`config.mk`:
```
export PLATFORM = sky130hd
export DESIGN_NAME = axis_uart_rx
export DESIGN_NICKNAME = d
export VERILOG_FILES = /design/src/rtl/axis_uart_rx.sv
export SDC_FILE = /design/constraint.sdc
export NUM_CORES = 1
export LEC_CHECK = 0
export CORE_ASPECT_RATIO = 1.5
export CORE_MARGIN = 3
export CORE_UTILIZATION = 30
export CTS_BUF_LIST = sky130_fd_sc_hd__clkbuf_4
export DETAILED_ROUTE_END_ITERATION = 10
export GPL_TIMING_DRIVEN = 1
export PLACE_DENSITY = 0.58
export SETUP_SLACK_MARGIN = 0.1
export SLEW_MARGIN = 20
export SYNTH_ARGS = -nofsm -noshare
export SYNTH_HDL_FRONTEND = slang
export SYNTH_SLANG_ARGS = --single-unit
```
`constraint.sdc`:
```
create_clock -name aclk -period 3.43 [get_ports aclk]
set_input_delay 1.029 -clock aclk [delete_from_list [all_inputs] [get_ports aclk]]
set_output_delay 1.029 -clock aclk [all_outputs]
set_load 0.02 [all_outputs]
```
`src/rtl/axis_uart_rx.sv`:
```
// ---------------------------------------------------------------------------
// axis_uart_rx
//
// UART receiver that collects DATA_BYTE consecutive characters into one
// AXI-Stream word, most significant byte first. Each character is framed as:
// start bit, DATA_BITS data bits LSB first, one parity bit, STOP_BITS stop
// bits. This is the receive-side partner of the AXI-Stream UART transmitter.
//
// Ports:
//   aclk           clock
//   aresetn        synchronous active-low reset
//   uart_rx        asynchronous serial input, idle high
//   rx_done        one-cycle pulse when a new word is loaded into m_axis_tdata
//   parity_err     one-cycle pulse when a character fails its parity check
//   frame_err      one-cycle pulse when any stop bit is sampled low
//   overrun        one-cycle pulse when a finished word is dropped because the
//                  previous word has not been accepted yet
//   m_axis_tready  downstream ready
//   m_axis_tvalid  output word valid (registered)
//   m_axis_tdata   output word
//   timeout        (only with UART_RX_TIMEOUT_EN) one-cycle pulse when a
//                  partial word is discarded after a long idle line
//
// Optional feature macro: UART_RX_TIMEOUT_EN
//   Defined:   an idle counter discards a partial word after
//              4*(DATA_BITS+2+STOP_BITS) idle bit times and pulses timeout.
//   Undefined: no timeout port; a partial word waits indefinitely.
// ---------------------------------------------------------------------------
module axis_uart_rx #(
    parameter int CLOCK          = 100_000_000,
    parameter int BAUD_RATE      = 115_200,
    parameter int AXI_DATA_WIDTH = 32,
    parameter int DATA_BITS      = 8,
    parameter int PARITY_BITS    = 1,
    parameter int STOP_BITS      = 1
) (
    input  logic                      aclk,
    input  logic                      aresetn,
    input  logic                      uart_rx,
    output logic                      rx_done,
    output logic                      parity_err,
    output logic                      frame_err,
    output logic                      overrun,
    input  logic                      m_axis_tready,
    output logic                      m_axis_tvalid,
    output logic [AXI_DATA_WIDTH-1:0] m_axis_tdata
`ifdef UART_RX_TIMEOUT_EN
    ,
    output logic                      timeout
`endif
);

    localparam int COUNT_SPEED = CLOCK / BAUD_RATE;
    localparam int DATA_BYTE   = AXI_DATA_WIDTH / DATA_BITS;
    localparam int BAUD_W      = $clog2(COUNT_SPEED);
    localparam int BIT_W       = (DATA_BITS > 1) ? $clog2(DATA_BITS) : 1;
    localparam int BYTE_W      = (DATA_BYTE > 1) ? $clog2(DATA_BYTE) : 1;

    localparam logic [BAUD_W-1:0] HALF_BIT  = BAUD_W'(COUNT_SPEED / 2 - 1);
    localparam logic [BAUD_W-1:0] FULL_BIT  = BAUD_W'(COUNT_SPEED - 1);
    localparam logic [BIT_W-1:0]  LAST_DATA = BIT_W'(DATA_BITS - 1);
    localparam logic [BIT_W-1:0]  LAST_STOP = BIT_W'(STOP_BITS - 1);
    localparam logic [BYTE_W-1:0] LAST_BYTE = BYTE_W'(DATA_BYTE - 1);

    typedef enum logic [2:0] {
        IDLE,
        START,
        DATA,
        PARITY,
        STOP
    } state_t;

    state_t                    state;
    logic                      rx_meta;
    logic                      rx_sync;
    logic                      rx_prev;
    logic                      rx_fall;
    logic [BAUD_W-1:0]         count_baud;
    logic [BIT_W-1:0]          count_bit;
    logic [BYTE_W-1:0]         count_byte;
    logic [DATA_BITS-1:0]      shift_reg;
    logic [AXI_DATA_WIDTH-1:0] shadow;
    logic                      parity_bad;
    logic                      stop_low;
    logic                      parity_exp;
    logic                      stop_bad_now;

`ifdef UART_RX_TIMEOUT_EN
    localparam int TIMEOUT_CYCLES = 4 * (DATA_BITS + 2 + STOP_BITS) * COUNT_SPEED;
    localparam int IDLE_W         = $clog2(TIMEOUT_CYCLES);
    localparam logic [IDLE_W-1:0] IDLE_LAST = IDLE_W'(TIMEOUT_CYCLES - 1);
    logic [IDLE_W-1:0] count_idle;
`endif

    // Two-flop synchroniser plus one history flop for falling-edge detection.
    // Reset to 1 so that a reset never looks like a start edge.
    always_ff @(posedge aclk) begin
        if (!aresetn) begin
            rx_meta <= 1'b1;
            rx_sync <= 1'b1;
            rx_prev <= 1'b1;
        end else begin
            rx_meta <= uart_rx;
            rx_sync <= rx_meta;
            rx_prev <= rx_sync;
        end
    end

    assign rx_fall      = rx_prev & ~rx_sync;
    assign parity_exp   = (PARITY_BITS == 1) ? ^shift_reg : ~^shift_reg;
    assign stop_bad_now = stop_low | ~rx_sync;

    // Receive FSM, word assembly and AXI-Stream output register.
    always_ff @(posedge aclk) begin
        if (!aresetn) begin
            state         <= IDLE;
            count_baud    <= '0;
            count_bit     <= '0;
            count_byte    <= '0;
            shift_reg     <= '0;
            shadow        <= '0;
            parity_bad    <= 1'b0;
            stop_low      <= 1'b0;
            rx_done       <= 1'b0;
            parity_err    <= 1'b0;
            frame_err     <= 1'b0;
            overrun       <= 1'b0;
            m_axis_tvalid <= 1'b0;
            m_axis_tdata  <= '0;
`ifdef UART_RX_TIMEOUT_EN
            count_idle    <= '0;
            timeout       <= 1'b0;
`endif
        end else begin
            rx_done    <= 1'b0;
            parity_err <= 1'b0;
            frame_err  <= 1'b0;
            overrun    <= 1'b0;
`ifdef UART_RX_TIMEOUT_EN
            timeout    <= 1'b0;
`endif

            // Handshake retires the word; a word completing in this same
            // cycle re-asserts tvalid further down and wins.
            if (m_axis_tvalid && m_axis_tready) begin
                m_axis_tvalid <= 1'b0;
            end

            case (state)
                IDLE: begin
                    count_baud <= '0;
                    count_bit  <= '0;
                    if (rx_fall) begin
                        state <= START;
                    end
                end

                START: begin
                    if (count_baud == HALF_BIT) begin
                        count_baud <= '0;
                        if (rx_sync) begin
                            state <= IDLE;
                        end else begin
                            state      <= DATA;
                            parity_bad <= 1'b0;
                            stop_low   <= 1'b0;
                        end
                    end else begin
                        count_baud <= count_baud + 1'b1;
                    end
                end

                DATA: begin
                    if (count_baud == FULL_BIT) begin
                        count_baud           <= '0;
                        shift_reg[count_bit] <= rx_sync;
                        if (count_bit == LAST_DATA) begin
                            count_bit <= '0;
                            state     <= PARITY;
                        end else begin
                            count_bit <= count_bit + 1'b1;
                        end
                    end else begin
                        count_baud <= count_baud + 1'b1;
                    end
                end

                // The byte is parked in the shadow slot now; if the character
                // later proves bad, count_byte is cleared and the slot is
                // simply overwritten by the next word.
                PARITY: begin
                    if (count_baud == FULL_BIT) begin
                        count_baud <= '0;
                        parity_bad <= (rx_sync != parity_exp);
                        for (int k = 0; k < DATA_BYTE; k++) begin
                            if (count_byte == BYTE_W'(k)) begin
                                shadow[AXI_DATA_WIDTH-1-k*DATA_BITS -: DATA_BITS] <= shift_reg;
                            end
                        end
                        state <= STOP;
                    end else begin
                        count_baud <= count_baud + 1'b1;
                    end
                end

                STOP: begin
                    if (count_baud == FULL_BIT) begin
                        count_baud <= '0;
                        if (count_bit == LAST_STOP) begin
                            count_bit  <= '0;
                            state      <= IDLE;
                            parity_err <= parity_bad;
                            frame_err  <= stop_bad_now;
                            if (parity_bad || stop_bad_now) begin
                                count_byte <= '0;
                            end else if (count_byte == LAST_BYTE) begin
                                count_byte <= '0;
                                if (!m_axis_tvalid || m_axis_tready) begin
                                    m_axis_tdata  <= shadow;
                                    m_axis_tvalid <= 1'b1;
                                    rx_done       <= 1'b1;
                                end else begin
                                    overrun <= 1'b1;
                                end
                            end else begin
                                count_byte <= count_byte + 1'b1;
                            end
                        end else begin
                            count_bit <= count_bit + 1'b1;
                            stop_low  <= stop_bad_now;
                        end
                    end else begin
                        count_baud <= count_baud + 1'b1;
                    end
                end

                default: begin
                    state <= IDLE;
                end
            endcase

`ifdef UART_RX_TIMEOUT_EN
            // Only a partial word in IDLE with no new start edge ages.
            if (state == IDLE && count_byte != '0 && !rx_fall) begin
                if (count_idle == IDLE_LAST) begin
                    count_idle <= '0;
                    count_byte <= '0;
                    timeout    <= 1'b1;
                end else begin
                    count_idle <= count_idle + 1'b1;
                end
            end else begin
                count_idle <= '0;
            end
`endif
        end
    end

endmodule

```
==> flow_summary_export.csv, run 1 <==
group,metric,value,unit
cts,clockRootBuffer,"clkbuf_4",
cts,path_clk_slew,0.16,ns
route,drc_errors,0,
route,wl,9.58,mm
yosys,synth_largest_area_cell,"dfxtp_1",
layout,instances_no_fill,668,
global_route,grt_use_met1,14.8,%
yosys,syn_inst,473,
yosys,synthTopCellsByCount,"dfxtp_1, nand2_1, nand3_1, nor2_1",
global_route,first_global_vias,3254,
global_route,grt_max_degree,70,
setup_path,crit_buf_inv,1,
yosys,synth.top_cells.by_area,"dfxtp_1, mux2i_1, nand2_1",
power_and_ir_drop,leakage,1.59,nW
timing,worstMarginPinSlew,0.791,ns
status,status,"completed",
floorplanning,die_width,103,um
global_route,grt.busiest_layer,"met2",
power_and_ir_drop,vdd.ir_drop.worst,0.000180,V
placed_design,dp_cells,652,
global_route,grt_first_pass_wirelength,15.7,mm
timing,finalSetupTns,0,ns
setup_path,path_cells,"clkdlybuf4s50_1",
yosys,syn-mean-instance-area,8.99,sq um
timing,fin_crit_sh,73.6,%
setup_path,max_stage_delay,0.65,ns
yosys,yosys_warnings,0,
setup_path,cp-start-kind,"register",
yosys,synth_nets,486,
floorplanning,core_area,13700,sq um
yosys,synth_top_area_share,47.1,%
setup_path,reg2reg_depth,7,
yosys,yosys.cell_types.count,49,
layout,regArea,2000,sq um
power_and_ir_drop,power_density,381,nW/um^2
layout,area_growth,15.4,%
global_route,antenna_found_initial,0,
flow_run,maxCapViolCount,0,
yosys,async_flop_share,0,%
floorplanning,dieArea,15700,sq um
layout,layout-drive-gt1-share,6.52,%
layout,multi_input_area,2050,sq um
cts,clkLatencyLatePin,0.47,ns
timing,slew_viol_final,0,
setup_path,crit_cells,1,
yosys,yosysSeqAreaShare,47.1,%
timing,finClkSkew,0.0285,ns
setup_path,endpoint_kind,"output pin",
cts,cts_htree_levels,3,
floorplanning,start_util,31.1,%
yosys,synth_most_common_cell,"dfxtp_1",
timing,setup_violations,0,
route,ant_nets,0,
worst_hold_path,min_path_type,"register to register",
timing,rsz0062_at_grt,"false",
route,via_per_inst,5.08,
route,dr.pass1.iters,6,
route,wl_per_cell,14.3,um
layout,fillers,1415,
yosys,synth-seq-cells,100,
yosys,syn_area,4250,sq um
timing,slew_headroom,47.2,%
setup_path,crit_fanout,2,
setup_path,cp.required,2.40,ns
cts,cts_resized,0,
cts,hold_buffers,0,
placed_design,io_buffers,40,
route,drt_iter0_drc,187,
yosys,synth_edf_count,0,
global_route,use_met3,3.07,%
placed_design,place_congestion,0.817,
layout,nets,514,
floorplanning,rows,52,
layout,largest_registers,"m_axis_tdata x32, shadow x32, count_baud x10",
yosys,ys.flop_type,"dfxtp_1",
timing,fmax,396,MHz
setup_path,worst_ep_arrival_time,1.49,ns
global_route,grtUsageTotal,12.7,%
cts,cts_tree,"built",
cts,cts.sinks,100,
floorplanning,ios,41,
timing,layout_min_cycle_time,2.52,ns
timing,report.final.hold_viol_count,0,
setup_path,critical-path-slowest-cell,"clkdlybuf4s50_1",
route,vias,3395,
floorplanning,die_y,152,um
layout,diodes,0,
setup_path,crit_type,"register to output pin",
global_route,gr-total-overflow,0,
setup_path,path_delay_family,"buffers and inverters",
cts,clock_path_buffers,2,
cts,cts_setup_buffers,0,
worst_hold_path,hold_depth,1,
cts,cts_buffers,9,
placed_design,hpwl,6.76,mm
global_route,grtUsageMet2,21.6,%
-- final cells by class --
type	instances	share of cell area, %
inverters	10	0.766
clock inverters	7	1.35
repair buffers	47	9.75
clock buffers	9	1.38
flip-flops and latches	100	40.8
multi-input cells	333	41.8
well taps	162	4.13
-- per-stage QoR --
| step | util (%) | hold slack [ns] | power [W] | area [sq um] | setup slack [ns] |
|---|---|---|---|---|---|
| floorplan | - | 0.386 | 0.00125 | 4250 | 1.17 |
| global placement | 34.9 | 0.392 | 0.00128 | 4770 | 0.703 |
| detailed placement | 34.9 | 0.397 | 0.00128 | 4770 | 0.652 |
| CTS | 35.9 | 0.434 | 0.00189 | 4900 | 0.878 |
| global route | 35.9 | 0.458 | 0.00194 | 4900 | 0.853 |
| finish | 35.9 | 0.430 | 0.00187 | 4900 | 0.906 |
-- routing by layer --
metal	part of all wire, %	up-vias
li1	-	1713
met1	42	1591
met2	50	68
met3	4.4	23
met4	2.9	0
met5	0	-
-- layout by cell type (no fill, tap or decap), types with 2 or more instances in the layout --
cell type,instances
dfxtp_1,100
nand2_1,67
nand3_1,48
nor2_1,43
a21oi_1,42
mux2i_1,42
clkdlybuf4s50_1,40
inv_1,9
ha_1,9
clkbuf_4,9
a31oi_1,7
nor3_1,6
o211ai_1,6
nand2b_1,5
buf_4,5
o31ai_1,4
nand3b_1,4
nand4_1,4
or4_1,4
xnor2_1,4
or3_1,4
nor2b_1,3
nor3b_1,3
clkinv_2,3
nand4bb_1,2
xor2_1,2
o41ai_1,2
buf_12,2
-- cells by family after synthesis --
logic type	after synthesis	synth area share (%)
compound gates	67	9.45
xor+xnor	7	1.77
fa+ha+maj	10	2.88
buf+inv	40	4.68
flops	100	47.1
mux	43	10.2
simple gates	206	24.0
-- report_power, final --
group / internal (W) / switching [W] / leakage, nW
Sequential: 0.00117 / 0.00000707 / 0.806
Clock: 0.000221 / 0.000394 / 0.0775
Combinational: 0.0000283 / 0.0000529 / 0.710
Total: 0.00142 / 0.000454 / 1.59
-- worst paths after layout --
kind / endpoint / slack (ns) / startpoint
max: m_axis_tdata[9] / 0.91 / m_axis_tdata[9]
min: rx_sync / 0.43 / rx_meta
max reg2reg: state[0] / 1.05 / count_bit[0]
min reg2reg: rx_sync / 0.43 / rx_meta
No activity file was read; power rests on OpenSTA's default activity.
==> run 2, diff against run 1 <==
==> constraint.sdc (replaced) <==
create_clock -name aclk -period 2.4 [get_ports aclk]
set_input_delay 0.72 -clock aclk [delete_from_list [all_inputs] [get_ports aclk]]
set_output_delay 0.72 -clock aclk [all_outputs]
set_load 0.02 [all_outputs]
==> run 2 against run 1 <==
- utilization grew 1.6 points
- clock power up 80%
- wire length grew 3.4%
- sequential cell count stayed put
- combinational power increased by 53%
- critical path type is now register to register
- clock-buffer cell count increased by 2
- worst setup slack worse by 0.74 ns
- non-clock buffer count is 11 higher
==> flow_summary_export.csv, run 2 (synthesized netlist as in run 1, its figures left out) <==
group,metric,value,unit
route,dr.pass1.iters,4,
global_route,grtUsageTotal,12.8,%
route,ant_nets,0,
cts,cts_buffers,9,
layout,nets,525,
route,wl,9.91,mm
cts,hold_buffers,0,
global_route,first_global_vias,3227,
layout,largest_registers,"m_axis_tdata x32, shadow x32, count_baud x10",
cts,cts_tree,"built",
timing,fmax,449,MHz
cts,clock_path_buffers,2,
setup_path,path_cells,"or3b_4, or3_4, nor3_4, buf_12, clkbuf_16, mux2i_1, nor2_1",
placed_design,dp_cells,659,
timing,rsz0062_at_grt,"true",
route,drt_iter0_drc,185,
cts,cts_htree_levels,3,
floorplanning,die_width,103,um
setup_path,path_delay_family,"simple AND/OR/NAND/NOR gates",
status,status,"completed",
layout,layout-drive-gt1-share,10.4,%
route,drc_errors,0,
floorplanning,die_y,152,um
global_route,antenna_found_initial,1,
worst_hold_path,min_path_type,"register to register",
power_and_ir_drop,p_switching,0.000643,W
global_route,grt_max_degree,52,
floorplanning,rows,52,
timing,fin_crit_sh,92.9,%
cts,clockRootBuffer,"clkbuf_4",
timing,layout_min_cycle_time,2.23,ns
power_and_ir_drop,clock_power_share,38.1,%
setup_path,worst_ep_arrival_time,2.55,ns
global_route,gr-total-overflow,0,
timing,setup_violations,0,
layout,area_growth,20.6,%
setup_path,crit_fanout,16,
timing,worstMarginPinSlew,0.797,ns
setup_path,crit_type,"register to register",
floorplanning,core_area,13700,sq um
timing,slew_viol_final,0,
timing,slew_headroom,46.7,%
layout,layout_common_cells,"dfxtp_1, nand2_1, nand3_1, nor2_1",
layout,layout.cells.most_common,"dfxtp_1",
setup_path,cp.required,2.72,ns
setup_path,max_stage_delay,0.46,ns
timing,report.final.hold_viol_count,0,
timing,finClkSkew,0.0264,ns
floorplanning,ios,41,
setup_path,crit_buf_inv,2,
power_and_ir_drop,seqPwrFrac,57.6,%
placed_design,hpwl,6.87,mm
timing,finalSetupTns,0,ns
setup_path,critical-path-slowest-cell,"or3_4",
global_route,grt_first_pass_wirelength,15.9,mm
power_and_ir_drop,power_density,568,nW/um^2
timing,fin_ws,0.171,ns
placed_design,place_congestion,0.859,
route,via_per_inst,5.03,
route,vias,3421,
floorplanning,start_util,31.1,%
placed_design,place_ws,-0.00259,ns
power_and_ir_drop,switching_share,22.1,%
timing,worst_hold_slack,0.424,ns
cts,clkLatencyLatePin,0.46,ns
setup_path,cp-start-kind,"register",
cts,cts.sinks,100,
power_and_ir_drop,comb_power_share,4.3,%
cts,path_clk_slew,0.15,ns
power_and_ir_drop,p_int,0.00227,W
layout,fillers,1400,
power_and_ir_drop,vdd.ir_drop.worst,0.000274,V
layout,instances_no_fill,680,
flow_run,maxCapViolCount,0,
power_and_ir_drop,leakage,1.69,nW
route,wl_per_cell,14.6,um
setup_path,endpoint_kind,"register",
floorplanning,dieArea,15700,sq um
placed_design,io_buffers,40,
==> run 2: layout make-up <==
cell class	instances	area, sq um	area share [%]
Antenna cell	1	2.50	0.0488
Timing Repair Buffer	58	608	11.9
Multi-Input combinational cell	333	2080	40.6
Clock inverter	5	108	2.10
Clock buffer	11	82.6	1.61
Tap cell	162	203	3.95
Sequential cell	100	2000	39.1
Inverter	10	37.5	0.732
==> run 2: power groups by stage <==
stage / registers (W) / logic (W) / clock network, W
after floorplan: 0.00171 / 0.0000825 / 0
after global placement: 0.00171 / 0.000117 / 0
after detailed placement: 0.00171 / 0.000120 / 0
after CTS: 0.00168 / 0.000120 / 0.00114
after global routing: 0.00168 / 0.000136 / 0.00119
final: 0.00168 / 0.000124 / 0.00111
==> run 2: stage by stage <==
| step | util, % | power (W) | area (sq um) |
|---|---|---|---|
| floorplan | - | 0.00179 | 4250 |
| global placement | 35.3 | 0.00183 | 4820 |
| detailed placement | 35.3 | 0.00183 | 4820 |
| CTS | 36.7 | 0.00294 | 5010 |
| global route | 37.5 | 0.00301 | 5130 |
| finish | 37.5 | 0.00291 | 5130 |
==> run 2: per-layer routing <==
| metal | wire (um) | global-route usage, % | up-vias |
|---|---|---|---|
| li1 | - | - | 1733 |
| met1 | 4390 | 15.2 | 1626 |
| met2 | 5030 | 22.5 | 47 |
| met3 | 316 | 2.52 | 15 |
| met4 | 173 | 4.41 | 0 |
| met5 | 0 | 0 | - |
==> run 2: worst reg2reg max path: stages (launching register included) <==
cell	delay [ns]
dfxtp_2	0.40
or3b_4	0.45
or3_4	0.46
nor3_4	0.21
buf_12	0.15
clkbuf_16	0.19
mux2i_1	0.20
nor2_1	0.05
==> run 2: worst paths after layout <==
kind,start,end,slack (ns),depth (start not counted)
setup / recovery,count_baud[5],m_axis_tdata[0],0.17,7
hold / removal,rx_meta,rx_sync,0.42,1
setup reg to reg,count_baud[5],m_axis_tdata[0],0.17,7
hold reg to reg,rx_meta,rx_sync,0.42,1
==> run 2: what timing repair did <==
action	4_1_cts	5_1_grt
setup buffers	0	2
endpoints found under the setup margin	35	40
hold endpoints to repair	0	0
cloned	0	2
resized for setup	1	8
pin swaps	0	1
==> run 3, diff against run 2 <==
--- a/config.mk
+++ b/config.mk
@@ -5,10 +5,12 @@
 export SDC_FILE = /design/constraint.sdc
 export NUM_CORES = 1
 export LEC_CHECK = 0
+export CAP_MARGIN = 20
 export CORE_ASPECT_RATIO = 1.5
 export CORE_MARGIN = 3
 export CORE_UTILIZATION = 30
 export CTS_BUF_LIST = sky130_fd_sc_hd__clkbuf_4
+export CTS_CLUSTER_SIZE = 16
 export DETAILED_ROUTE_END_ITERATION = 10
 export GPL_TIMING_DRIVEN = 1
 export PLACE_DENSITY = 0.58
==> constraint.sdc (replaced) <==
create_clock -name aclk -period 2.1 [get_ports aclk]
set_input_delay 0.63 -clock aclk [delete_from_list [all_inputs] [get_ports aclk]]
set_output_delay 0.63 -clock aclk [all_outputs]
set_load 0.02 [all_outputs]
==> run 3 against run 2 <==
- via count grew 3.6%
- highest routed layer unchanged
- first-iteration DRC count fell by 9.2%
- largest power group unchanged
- clock power decreased by 14%
==> flow_summary_export.csv, run 3 (synthesized netlist as in run 1, its figures left out) <==
group,metric,value,unit
timing,finalSetupTns,0,ns
layout,layout.cells.most_common,"dfxtp_1",
layout,nets,562,
placed_design,place_congestion,0.829,
power_and_ir_drop,power_density,551,nW/um^2
setup_path,ff2ff_setup_slack,0.03,ns
timing,rsz0062_at_grt,"true",
setup_path,crit_fanout,5,
timing,slew_headroom,47.2,%
floorplanning,die_y,152,um
cts,clkLatencyLatePin,0.47,ns
floorplanning,core_area,13700,sq um
setup_path,endpoint_kind,"register",
global_route,grt_max_degree,42,
layout,area_growth,30.0,%
route,vias,3543,
setup_path,r2r-start,"count_baud[3]",
power_and_ir_drop,leakage,2.13,nW
timing,fin_crit_sh,98.6,%
floorplanning,dieArea,15700,sq um
cts,clock_path_buffers,2,
setup_path,reg2reg_depth,6,
cts,cts_tree,"built",
floorplanning,rows,52,
timing,finClkSkew,0.0214,ns
global_route,antenna_found_initial,0,
placed_design,hpwl,7.04,mm
global_route,grtUsageTotal,13.7,%
timing,slew_viol_final,0,
cts,cts.sinks,100,
layout,diodes,0,
cts,cts_buffers,9,
setup_path,rr_endpoint,"count_bit[1]",
floorplanning,die_width,103,um
timing,setup_violations,0,
timing,fmax,483,MHz
worst_hold_path,min_path_type,"register to register",
layout,layout_common_cells,"dfxtp_1, nand2_1, nand3_1, nor2_1, mux2i_1",
timing,worst_hold_slack,0.432,ns
cts,hold_buffers,0,
floorplanning,start_util,31.1,%
layout,largest_registers,"m_axis_tdata x32, shadow x32, count_baud x10",
setup_path,worst_ep_arrival_time,2.48,ns
route,via_per_inst,4.95,
setup_path,endpoint,"count_bit[1]",
timing,layout_min_cycle_time,2.07,ns
setup_path,cp-start-kind,"register",
timing,report.final.hold_viol_count,0,
flow_run,maxCapViolCount,0,
route,wl,10.6,mm
setup_path,cp.required,2.51,ns
cts,path_clk_slew,0.16,ns
setup_path,crit_type,"register to register",
timing,fin_ws,0.0304,ns
power_and_ir_drop,vdd.ir_drop.worst,0.000256,V
global_route,grt_first_pass_wirelength,16.6,mm
route,ant_nets,0,
global_route,first_global_vias,3411,
route,drc_errors,0,
route,drt_iter0_drc,168,
placed_design,place_ws,-0.192,ns
layout,layout-drive-gt1-share,22.2,%
floorplanning,ios,41,
status,status,"completed",
timing,worstMarginPinSlew,0.790,ns
placed_design,io_buffers,40,
global_route,gr-total-overflow,0,
route,dr.pass1.iters,4,
cts,clockRootBuffer,"clkbuf_4",
setup_path,cp-startpoint,"count_baud[3]",
route,wl_per_cell,14.8,um
cts,cts_htree_levels,3,
[run 3: cell types whose count changed in the layout (fill, tap and decap cells not counted), moves of 5 or more]
cell / previous run / this run
dlygate4sd2_1: 0 / 37
a21oi_1: 42 / 35
buf_6: 0 / 5
a21oi_2: 0 / 6
dfxtp_2: 1 / 7
dfxtp_1: 99 / 92
nand2_2: 1 / 7
buf_4: 13 / 40
nand2_1: 66 / 57
clkdlybuf4s50_1: 40 / 3
[run 3: repair_timing]
action                     4_1_cts  5_1_grt
setup buffers                    4       10
cloned                           3        3
pin swaps                       10       21
setup endpoints to repair      103       82
gates resized for setup         53       42
[run 3: how the worst min path moves through the flow]
stage               startpoint  slack, ns  endpoint  cells past startpoint
floorplan              rx_meta       0.39   rx_sync                      1
global placement       rx_meta       0.39   rx_sync                      1
detailed placement     rx_meta       0.40   rx_sync                      1
CTS                    rx_meta       0.44   rx_sync                      1
global route           rx_meta       0.46   rx_sync                      1
finish                 rx_meta       0.43   rx_sync                      1
[run 3: per-layer routing]
metal,vias to the layer above,track usage (%),share of wire [%]
li1,1805,-,-
met1,1656,16.1,43
met2,67,24.1,51
met3,15,2.43,4.1
met4,0,5.51,1.9
met5,-,0,0
[run 3: power by group]
group,switching [W],total [W],internal (W)
registers,0.00000595,0.00191,0.00191
clock network,0.000693,0.000954,0.000261
logic,0.000107,0.000177,0.0000702
[run 3: critical path: stages (launching register included)]
cell	delay (ns)
dfxtp_2	0.36
or3b_4	0.43
or3_4	0.42
buf_6	0.15
maj3_2	0.31
nor2_4	0.15
mux2i_1	0.19
[run 3: cell type report]
| cell class | instances | area, sq um |
|---|---|---|
| inverters | 10 | 37.5 |
| fillers | 1385 | 8140 |
| clock buffers | 9 | 67.6 |
| multi-input cells | 333 | 2210 |
| well taps | 162 | 203 |
| repair buffers | 95 | 933 |
| clock inverters | 7 | 57.6 |
| flip-flops and latches | 100 | 2010 |
[run 3: metrics by stage]
step,cell area (sq um),power [W],util [%],instances
4_1_cts,5250,0.00306,38.4,703
2_1_floorplan,4260,0.00205,-,473
3_5_place_dp,5020,0.00211,36.7,680
3_3_place_gp,5020,0.00211,36.7,680
6_report,5530,0.00304,40.4,716
5_1_grt,5530,0.00316,40.4,716
